[src/rtl/mem_port_arbiter.sv]
// mem_port_arbiter
//
// Shares one memory port between instruction fetch (IF) and data access (DM).
// Only one memory transaction is outstanding at a time. Data requests have
// priority, but a DM grant is never followed by another DM grant while a fetch
// is waiting. Memory latency is variable; completion is signalled by mem_ack.
//
// Optional feature: define MEMARB_TIMEOUT_EN to abort a transaction after
// TIMEOUT cycles in BUSY without mem_ack. The aborted ready pulse carries
// rdata=0 and mem_err=1. Without the macro, mem_err is tied low and no counter
// exists.
//
// Ports:
//   clock, reset                 rising-edge clock, synchronous active-high reset
//   if_req/if_addr               fetch request (level, held until if_ready)
//   if_rdata/if_ready            fetched word and one-cycle completion pulse
//   dm_req/dm_we/dm_addr/dm_wdata  data request (level, held until dm_ready)
//   dm_rdata/dm_ready            load data and one-cycle completion pulse
//   mem_req/mem_we/mem_addr/mem_wdata  memory request, held until mem_ack
//   mem_rdata/mem_ack            memory read data and one-cycle completion
//   stall_if/stall_mem           pipeline stalls (combinational)
//   mem_err                      one-cycle timeout pulse, coincident with ready
module mem_port_arbiter #(
    parameter int ADDR_W  = 32,
    parameter int DATA_W  = 32,
    parameter int TIMEOUT = 15
) (
    input  logic              clock,
    input  logic              reset,
    input  logic              if_req,
    input  logic [ADDR_W-1:0] if_addr,
    output logic [DATA_W-1:0] if_rdata,
    output logic              if_ready,
    input  logic              dm_req,
    input  logic              dm_we,
    input  logic [ADDR_W-1:0] dm_addr,
    input  logic [DATA_W-1:0] dm_wdata,
    output logic [DATA_W-1:0] dm_rdata,
    output logic              dm_ready,
    output logic              mem_req,
    output logic              mem_we,
    output logic [ADDR_W-1:0] mem_addr,
    output logic [DATA_W-1:0] mem_wdata,
    input  logic [DATA_W-1:0] mem_rdata,
    input  logic              mem_ack,
    output logic              stall_if,
    output logic              stall_mem,
    output logic              mem_err
);

    typedef enum logic [1:0] {
        IDLE = 2'd0,
        BUSY = 2'd1,
        DONE = 2'd2
    } state_t;

    state_t state;
    state_t nextState;

    // Owner of the most recent grant; also identifies the owner of the
    // transaction currently in BUSY/DONE, since it is recorded at grant time.
    logic lastGrantDm;

    logic pickDm;
    logic pickIf;
    logic timedOut;
    logic finish;

    logic              memReqNext;
    logic              memWeNext;
    logic [ADDR_W-1:0] memAddrNext;
    logic [DATA_W-1:0] memWdataNext;
    logic              ifReadyNext;
    logic              dmReadyNext;
    logic [DATA_W-1:0] ifRdataNext;
    logic [DATA_W-1:0] dmRdataNext;
    logic              lastGrantDmNext;

    // DM wins unless both are waiting and DM had the previous grant.
    assign pickDm = dm_req && (!if_req || !lastGrantDm);
    assign pickIf = if_req && !pickDm;

    // An ack in the same cycle as the timeout wins (timedOut requires !mem_ack).
    assign finish = mem_ack || timedOut;

    assign stall_if  = if_req & ~if_ready;
    assign stall_mem = dm_req & ~dm_ready;

    always_ff @(posedge clock) begin
        if (reset) begin
            state <= IDLE;
        end else begin
            state <= nextState;
        end
    end

    always_comb begin
        nextState = state;
        unique case (state)
            IDLE:    if (pickDm || pickIf) nextState = BUSY;
            BUSY:    if (finish)           nextState = DONE;
            DONE:                          nextState = IDLE;
            default:                       nextState = IDLE;
        endcase
    end

    always_comb begin
        memReqNext      = mem_req;
        memWeNext       = mem_we;
        memAddrNext     = mem_addr;
        memWdataNext    = mem_wdata;
        ifRdataNext     = if_rdata;
        dmRdataNext     = dm_rdata;
        lastGrantDmNext = lastGrantDm;
        ifReadyNext     = 1'b0;
        dmReadyNext     = 1'b0;
        unique case (state)
            IDLE: begin
                if (pickDm || pickIf) begin
                    memReqNext      = 1'b1;
                    memWeNext       = pickDm ? dm_we : 1'b0;
                    memAddrNext     = pickDm ? dm_addr : if_addr;
                    memWdataNext    = pickDm ? dm_wdata : '0;
                    lastGrantDmNext = pickDm;
                end
            end
            BUSY: begin
                if (finish) begin
                    memReqNext = 1'b0;
                    // Stores and aborted transactions return zero data.
                    if (lastGrantDm) begin
                        dmReadyNext = 1'b1;
                        dmRdataNext = (mem_ack && !mem_we) ? mem_rdata : '0;
                    end else begin
                        ifReadyNext = 1'b1;
                        ifRdataNext = mem_ack ? mem_rdata : '0;
                    end
                end
            end
            default: begin
            end
        endcase
    end

    always_ff @(posedge clock) begin
        if (reset) begin
            mem_req     <= 1'b0;
            mem_we      <= 1'b0;
            mem_addr    <= '0;
            mem_wdata   <= '0;
            if_ready    <= 1'b0;
            dm_ready    <= 1'b0;
            if_rdata    <= '0;
            dm_rdata    <= '0;
            lastGrantDm <= 1'b0;
        end else begin
            mem_req     <= memReqNext;
            mem_we      <= memWeNext;
            mem_addr    <= memAddrNext;
            mem_wdata   <= memWdataNext;
            if_ready    <= ifReadyNext;
            dm_ready    <= dmReadyNext;
            if_rdata    <= ifRdataNext;
            dm_rdata    <= dmRdataNext;
            lastGrantDm <= lastGrantDmNext;
        end
    end

`ifdef MEMARB_TIMEOUT_EN
    logic [3:0] toCnt;
    logic       errQ;

    // toCnt holds the number of ack-less BUSY cycles already elapsed, so the
    // TIMEOUT-th ack-less BUSY cycle is the one seeing TIMEOUT-1.
    assign timedOut = (state == BUSY) && !mem_ack && (toCnt == 4'(TIMEOUT - 1));

    // Every BUSY entry comes from IDLE, so clearing in IDLE clears on entry.
    always_ff @(posedge clock) begin
        if (reset || state == IDLE) begin
            toCnt <= '0;
        end else if (state == BUSY && !mem_ack) begin
            toCnt <= toCnt + 4'd1;
        end
    end

    always_ff @(posedge clock) begin
        if (reset) begin
            errQ <= 1'b0;
        end else begin
            errQ <= timedOut;
        end
    end

    assign mem_err = errQ;
`else
    assign timedOut = 1'b0;
    assign mem_err  = 1'b0;
`endif

endmodule
[config.mk]
export PLATFORM = sky130hd
export DESIGN_NAME = mem_port_arbiter
export DESIGN_NICKNAME = d
export VERILOG_FILES = /design/src/rtl/mem_port_arbiter.sv
export SDC_FILE = /design/constraint.sdc
export NUM_CORES = 1
export LEC_CHECK = 0
export ABC_AREA = 0
export CORE_MARGIN = 3
export CORE_UTILIZATION = 40
export CTS_BUF_LIST = sky130_fd_sc_hd__clkbuf_8 sky130_fd_sc_hd__clkbuf_16
export DETAILED_ROUTE_END_ITERATION = 7
export GPL_TIMING_DRIVEN = 0
export PLACE_DENSITY = 0.82
export SETUP_SLACK_MARGIN = 0.5
export SYNTH_ARGS = -nofsm -noshare
export SYNTH_HDL_FRONTEND = slang
export SYNTH_SLANG_ARGS = --single-unit
[constraint.sdc]
create_clock -name clock -period 1.5 [get_ports clock]
set_input_delay 0.3 -clock clock [delete_from_list [all_inputs] [get_ports clock]]
set_output_delay 0.3 -clock clock [all_outputs]
set_load 0.01 [all_outputs]
After elaboration in Yosys (flattened, before gate mapping)
Cells that the tools add are included.
- bits in registers: 135
- bits of input ports: 134
- output and inout port bits: 135
- word-level logic and storage cells: 49
- eq/ne operators: 3
- mux-type cells: 12
- bitwise logic cells: 7
- reduce and logical (&&, ||, !) cells: 17
- operators with widths (operator ; number):
    2-to-1 mux 32 bit ; 3
    AND reduction 3 bit ; 3
    2-to-1 mux 1 bit ; 5
    NOT 1 bit ; 5
    zero test 1 bit ; 4
    2-to-1 mux 2 bit ; 2
    != test 2 bit, second input constant ; 2
    one-hot mux 2 bit (2 select lines) ; 1
    AND reduction 2 bit ; 2
    logical AND 1 bit ; 3
    OR reduction 3 bit ; 1
    AND 1 bit ; 2
    equality test 2 x 1 -> 1 bit, second input constant ; 1
    zero test 2 bit ; 1
    logical OR 1 bit ; 2
    one-hot mux 1 bit (2 select lines) ; 1
    nonzero test 2 bit ; 1

Longest topological paths before layout
Gate-level depths: netlist of run 1.
- depth after elaboration: 8
- gate-level depth with buffers: 6

Worst setup path after synthesis of run 1
OpenSTA, ideal clock, no wires.
- path kind: input port to flip-flop
- start: input if_req
- end: register mem_addr[0]
- library setup time: 0.089 ns
- arrival time: 1.232 ns
- path slack: 0.179 ns
- stages: 6
- path buffers: 3
- cells stage by stage: or2_1 buf_6 and2_1 buf_6 buf_6 a311oi_2
- cells in the longest elaborated chain, start to end: 7
- elaborated cells on any way between the ends: 8
- those cells by class: mux: 1; reduce/logical: 7
- ends and longest elaborated chain (what ; RTL line ; source):
    start, declared ; 30 ; input logic if_req,
    zero test 1 bit ; 80 ; assign pickDm = dm_req && (!if_req || !lastGrantDm);
    logical OR 1 bit ; 80 ;
    logical AND 1 bit ; 80 ;
    zero test 1 bit ; 81 ; assign pickIf = if_req && !pickDm;
    logical AND 1 bit ; 81 ;
    logical OR 1 bit ; 119 ; if (pickDm || pickIf) begin
    AND reduction 2 bit (no source line) ; n/a ;
    end signal, assigned ; 159 ; mem_addr <= memAddrNext;
    end, declared ; 42 ; output logic [ADDR_W-1:0] mem_addr,
Several ways; a longest one is shown, not always the timed one.
A chain may end at the register's enable or synchronous reset.

Worst setup path in the final report of run 1
- start: register lastGrantDm
- end: register if_rdata[19]
- cells in the longest elaborated chain, start to end: 2
- ends and longest elaborated chain (what ; RTL line ; source):
    start, declared ; 62 ; logic lastGrantDm;
    start signal, assigned ; 165 ; lastGrantDm <= lastGrantDmNext;
    NOT 1 bit (no source line) ; n/a ;
    AND reduction 3 bit (no source line) ; n/a ;
    end signal, assigned ; 163 ; if_rdata <= ifRdataNext;
    end, declared ; 32 ; output logic [DATA_W-1:0] if_rdata,
Every way passes these cells.

==> results.cfg, run 1 <==
[pwr]
ir_drop_mv = 0.881
intPower_mw = 8.05
clkPwrFrac = 0.415
seq_power_share = 0.374
p_total_mw = 10.8
power_density_nw_per_um2 = 1060
combPwrFrac = 0.211
leakage_nw = 4.09
p_sw_mw = 2.74
swShare = 0.254

[sta]
rsz0062_at_grt = yes
setup_viol = 0
fmax_mhz = 736
hold_viol_final = 0
setup_slack_ps = 141
tightest_slew_ps = 727
slew_violations = 0
period_needed_ps = 1360
slew_headroom = 0.515
skew_ps = 11.5
period_share = 0.906

[place]
dp_hpwl_mm = 13.4
place.gp.congestion = 0.838
port_buffers = 267
preCtsSetupSlack_ps = -688

[floorplan]
floorplan.initialDensity = 0.411
core-area_um2 = 12700
io_pins = 269
die_x_um = 120
rows = 41
dieHeight_um = 120
die-area_um2 = 14500

[layout]
area_delta_synth_final_pct = 93.9
n_fill_cell = 744
insertedDiodeCount = 0
drive_gt1_frac = 0.521
final_cell_mix = buf_6, nand2_1, dfxtp_2, clkdlybuf4s50_1, a21oi_1
multi_input_area_um2 = 2440
nets = 1045
register_area_um2 = 2880

[routing]
dr.pass1.iters = 5
via_per_inst = 5.26
dr_total_vias = 5766
drt-initial-drc-count = 403
route.detailed.drc = 0
routedWlPerCell_um = 18.8
drtAntennaViolNets = 0
routed_wl_mm = 20.6

[worst_setup_path]
crit_slowest_cell = dfxtp_2
critPathLaunchType = flop
cp-end-kind = flop
critPathKind = reg2reg
worstPathArrival_ps = 1700
crit_chain = buf_6, nor4bb_4, clkbuf_8, buf_8, nand2_1, a21oi_2
cp_top_family = buffers and inverters
required_ps = 1850
worstPathMaxFanout = 10
cpPeakStageDelay_ps = 310
worst-path-buf-inv = 3

[run]
drv_cap = 0

[status]
outcome = finished clean

[global_route]
grt-ovfl-total = 0
grt_max_degree = 17
track_usage = 0.257
grt_pass1_wl_mm = 29.5
grt_pass1_vias = 5698
grt_antenna_before_repair = 0

[synth]
yosysSeqAreaShare = 0.517
ys_warn_count = 0
syn_area_um2 = 5230
synth_nets = 704
yosys.cell_types.count = 25
synthCells = 570
synthesis.area_per_instance_um2 = 9.17
ys_seq_elements = 135

[cts]
ctsRootBufferMaster = clkbuf_16
cts.sinks = 135
cts_buffers = 17
tritoncts = built
clock_path_buffers = 2
cts.htree.levels = 4
clk_pin_slew_worst_paths_ps = 60
clock_latency_ps = 430
ctsHoldBuffers = 0

[min_path]
hp-class = in2reg
-- worst min-delay path, cell delays in order --
cell	delay [ps]
dlymetal6s2s_1	170
nand3b_1	120
nor2_1	40
-- flip-flops by register name (all words and copies together) (netlist names) --
name / flops
mem_addr: 32
dm_rdata: 32
mem_we: 1
lastGrantDm: 1
state: 2
if_rdata: 32
if_ready: 1
dm_ready: 1
mem_req: 1
mem_wdata: 32
-- Yosys cell counts, drive strengths merged --
master	instances	area share
nand3b	33	0.047
a21bo	1	0.0019
nor2b	2	0.0024
nand4bb	1	0.0022
and2	1	0.0012
a21boi	1	0.0014
or2	1	0.0012
buf	24	0.030
a22o	33	0.055
dfxtp	135	0.52
nor4bb	1	0.0019
conb	1	0.00072
and3	1	0.0012
a311oi	33	0.091
nand4b	1	0.0017
clkbuf	32	0.023
a21oi	101	0.097
nor2	4	0.0029
nand2	162	0.12
or3b	1	0.0017
and4b	1	0.0019
-- power groups by stage --
stage          clock, mW  combinational [mW]  sequential (mW)
2_1_floorplan          0               0.750             4.10
3_3_place_gp           0                1.80             4.00
3_5_place_dp           0                1.84             4.01
4_1_cts             4.49                2.07             4.00
5_1_grt             4.68                2.41             4.05
6_report            4.48                2.28             4.03
-- layer usage --
layer  up-vias  global-route usage  share of wire  wire length (um)
met4         0               0.113          0.035               720
met3        58              0.0697          0.069              1430
met2       254               0.463           0.52             10600
li1       2678                   -              -                 -
met1      2776               0.284           0.38              7820
met5         -                   0              0                 0
-- through the flow --
| step | utilization | hold WS [ps] | cell area [um2] | setup TNS [ps] | cells |
|---|---|---|---|---|---|
| after CTS | 0.751 | 322 | 9550 | 0 | 1075 |
| after global placement | 0.650 | 440 | 8260 | -66030 | 1009 |
| final | 0.797 | 255 | 10100 | 0 | 1096 |
| after floorplan | - | 412 | 5380 | 0 | 570 |
| after global routing | 0.797 | 287 | 10100 | 0 | 1096 |
| after detailed placement | 0.650 | 446 | 8260 | -70290 | 1009 |
-- cell type report --
type,count,share of cell area
multi-input cells,379,0.240
flip-flops and latches,135,0.284
plain buffers,56,0.0554
clock buffers,19,0.0447
clock inverters,13,0.0177
repair buffers,322,0.337
well taps,172,0.0212
-- logic make-up after synthesis --
logic type / count (synthesis) / synth area share
AOI/OAI and AO/OA: 169 / 0.247
buffers and inverters: 56 / 0.0529
DFF: 135 / 0.517
other: 1 / 0.000718
and+or+nand+nor: 209 / 0.182
-- repair_timing --
action	4_1_cts	5_1_grt
cloned	7	5
setup buffers	27	16
gates resized for setup	678	273
endpoints found under the setup margin	269	269
pin swaps	23	34
-- worst paths after layout --
kind / from / end / slack (ps) / cells past startpoint
setup / recovery: lastGrantDm / if_rdata[19] / 140 / 6
hold / removal: mem_ack / state[1] / 250 / 3
setup reg to reg: lastGrantDm / if_rdata[19] / 140 / 6
hold reg to reg: if_rdata[10] / if_rdata[10] / 460 / 2
No activity file was read; power rests on OpenSTA's default activity.
==> inputs of run 2 (changes only) <==
Settings changed: CORE_MARGIN 3 to unset.
==> results.cfg, run 2 (same netlist as run 1, synthesis figures left out) <==
[layout]
drive_gt1_frac = 0.529
layout_commonest_cell = buf_6
final_core_util = 0.802
finalNonFillerCells = 1103
design_area_um2 = 10200
area_delta_synth_final_pct = 94.5
final_cell_mix = buf_6, nand2_1, dfxtp_2, clkdlybuf4s50_1, a21oi_1
nets = 1051

[routing]
dr.max_layer_used = met4
route.detailed.drc = 0
dr_wl_met2_mm = 10.8
dr_total_vias = 5927
routedWlPerCell_um = 18.9
wl_met3_mm = 1.48
m1WireLength_mm = 7.75
drt-initial-drc-count = 514
drtAntennaViolNets = 0
dr.pass1.iters = 5
via_per_inst = 5.37
routed_wl_mm = 20.9

[cts]
ctsHoldBuffers = 0
cts.htree.levels = 4
clock_path_buffers = 2
tritoncts = built
ctsRootBufferMaster = clkbuf_16
clk_pin_slew_worst_paths_ps = 60
clock_latency_ps = 420
cts.sinks = 135
cts_buffers = 17

[sta]
fin_hold_ws_ps = 240
fmax_mhz = 688
period_needed_ps = 1450
slew_headroom = 0.507
slew_violations = 0
tightest_slew_ps = 740
skew_ps = 9.41
period_share = 0.969
rsz0062_at_grt = yes
setup_viol = 0
setup_slack_ps = 47.0
finalSetupTns_ps = 0
hold_viol_final = 0

[worst_setup_path]
r2r_start = lastGrantDm
required_ps = 1810
worst-path-buf-inv = 3
cp_top_family = buffers and inverters
critPathLaunchType = flop
r2r-end = dm_rdata[21]
r2r_cells = 6
cp-end-kind = flop
worstPathArrival_ps = 1770
critPathKind = reg2reg
crit_slowest_cell = dfxtp_2
r2r_slack_ps = 50
cpPeakStageDelay_ps = 330
crit_chain = buf_2, and4b_1, clkbuf_8, buf_6, nand3b_1, a21oi_1
worstPathMaxFanout = 10

[place]
preCtsSetupSlack_ps = -682
place_area_um2 = 8260
dp_hpwl_mm = 13.0
place.gp.congestion = 0.863
dpl.cell_count = 1009
port_buffers = 267

[global_route]
track_usage = 0.280
grt-ovfl-total = 0
grt_antenna_before_repair = 1
grt_pass1_wl_mm = 28.6
grt_pass1_vias = 5649
grt_max_degree = 17

[pwr]
p_sw_mw = 2.68
leakage_nw = 4.16
p_total_mw = 10.4
combPwrFrac = 0.222
seq_power_share = 0.387
clkPwrFrac = 0.391
intPower_mw = 7.76
swShare = 0.257
ir_drop_mv = 0.848
power_density_nw_per_um2 = 1030

[run]
drv_cap = 0

[floorplan]
floorplan.initialDensity = 0.412
dieHeight_um = 116
io_pins = 269
die-area_um2 = 13500
die_x_um = 116
rows = 41
core-area_um2 = 12700

[status]
outcome = finished clean

[min_path]
hp-class = in2reg
whs_endpoint = lastGrantDm
min_from = if_req
hold_depth = 2
==> run 2: cell count changes in the layout (fill, tap and decap cells not counted), moves of 3 or more <==
cell     delta
nand2_1     -5
buf_6       +3
nand2_4     +3
buf_8       -5
inv_1       +3
buf_4       +3
==> run 2: power groups by stage <==
stage | sequential, mW | combinational (mW) | clock (mW)
after floorplan | 4.10 | 0.750 | 0
after global placement | 4.01 | 1.80 | 0
after detailed placement | 4.02 | 1.84 | 0
after CTS | 4.01 | 2.02 | 4.09
after global routing | 4.06 | 2.45 | 4.30
final | 4.04 | 2.32 | 4.08
==> run 2: worst register-to-register path, cell delays in order, from the launching register on <==
cell,delay [ps]
dfxtp_2,330
buf_2,140
and4b_1,210
clkbuf_8,150
buf_6,150
nand3b_1,140
a21oi_1,240
==> run 2: worst max-delay path by stage <==
| stage | slack (ps) | cells after the start | to | from |
|---|---|---|---|---|
| final | 50 | 6 | dm_rdata[21] | lastGrantDm |
| after global routing | -6 | 6 | dm_rdata[21] | lastGrantDm |
| after CTS | 150 | 6 | mem_addr[17] | lastGrantDm |
| after detailed placement | -680 | 4 | mem_addr[17] | reset |
| after global placement | -650 | 4 | mem_addr[17] | reset |
| after floorplan | 190 | 6 | mem_addr[0] | if_req |
==> run 2: layout make-up <==
| cell class | instances | area (um2) |
|---|---|---|
| antenna | 1 | 2.50 |
| buffer | 56 | 579 |
| timing repair buffer | 328 | 3420 |
| clock buffer | 20 | 467 |
| fill | 758 | 2500 |
| sequential | 135 | 2880 |
| multi-input combinational | 379 | 2490 |
| tap | 172 | 215 |
| clock inverter | 12 | 111 |
==> run 2: per-layer routing <==
metal / GRT usage / vias up
met3: 0.0742 / 74
met5: 0 / -
met4: 0.150 / 0
li1: - / 2691
met2: 0.503 / 333
met1: 0.298 / 2829
==> run 2: repair_timing <==
action                     CTS  global route
resized for setup          707           260
pin swaps                   22            34
setup buffers               14            33
setup endpoints to repair  269           269
gates cloned                 9             5
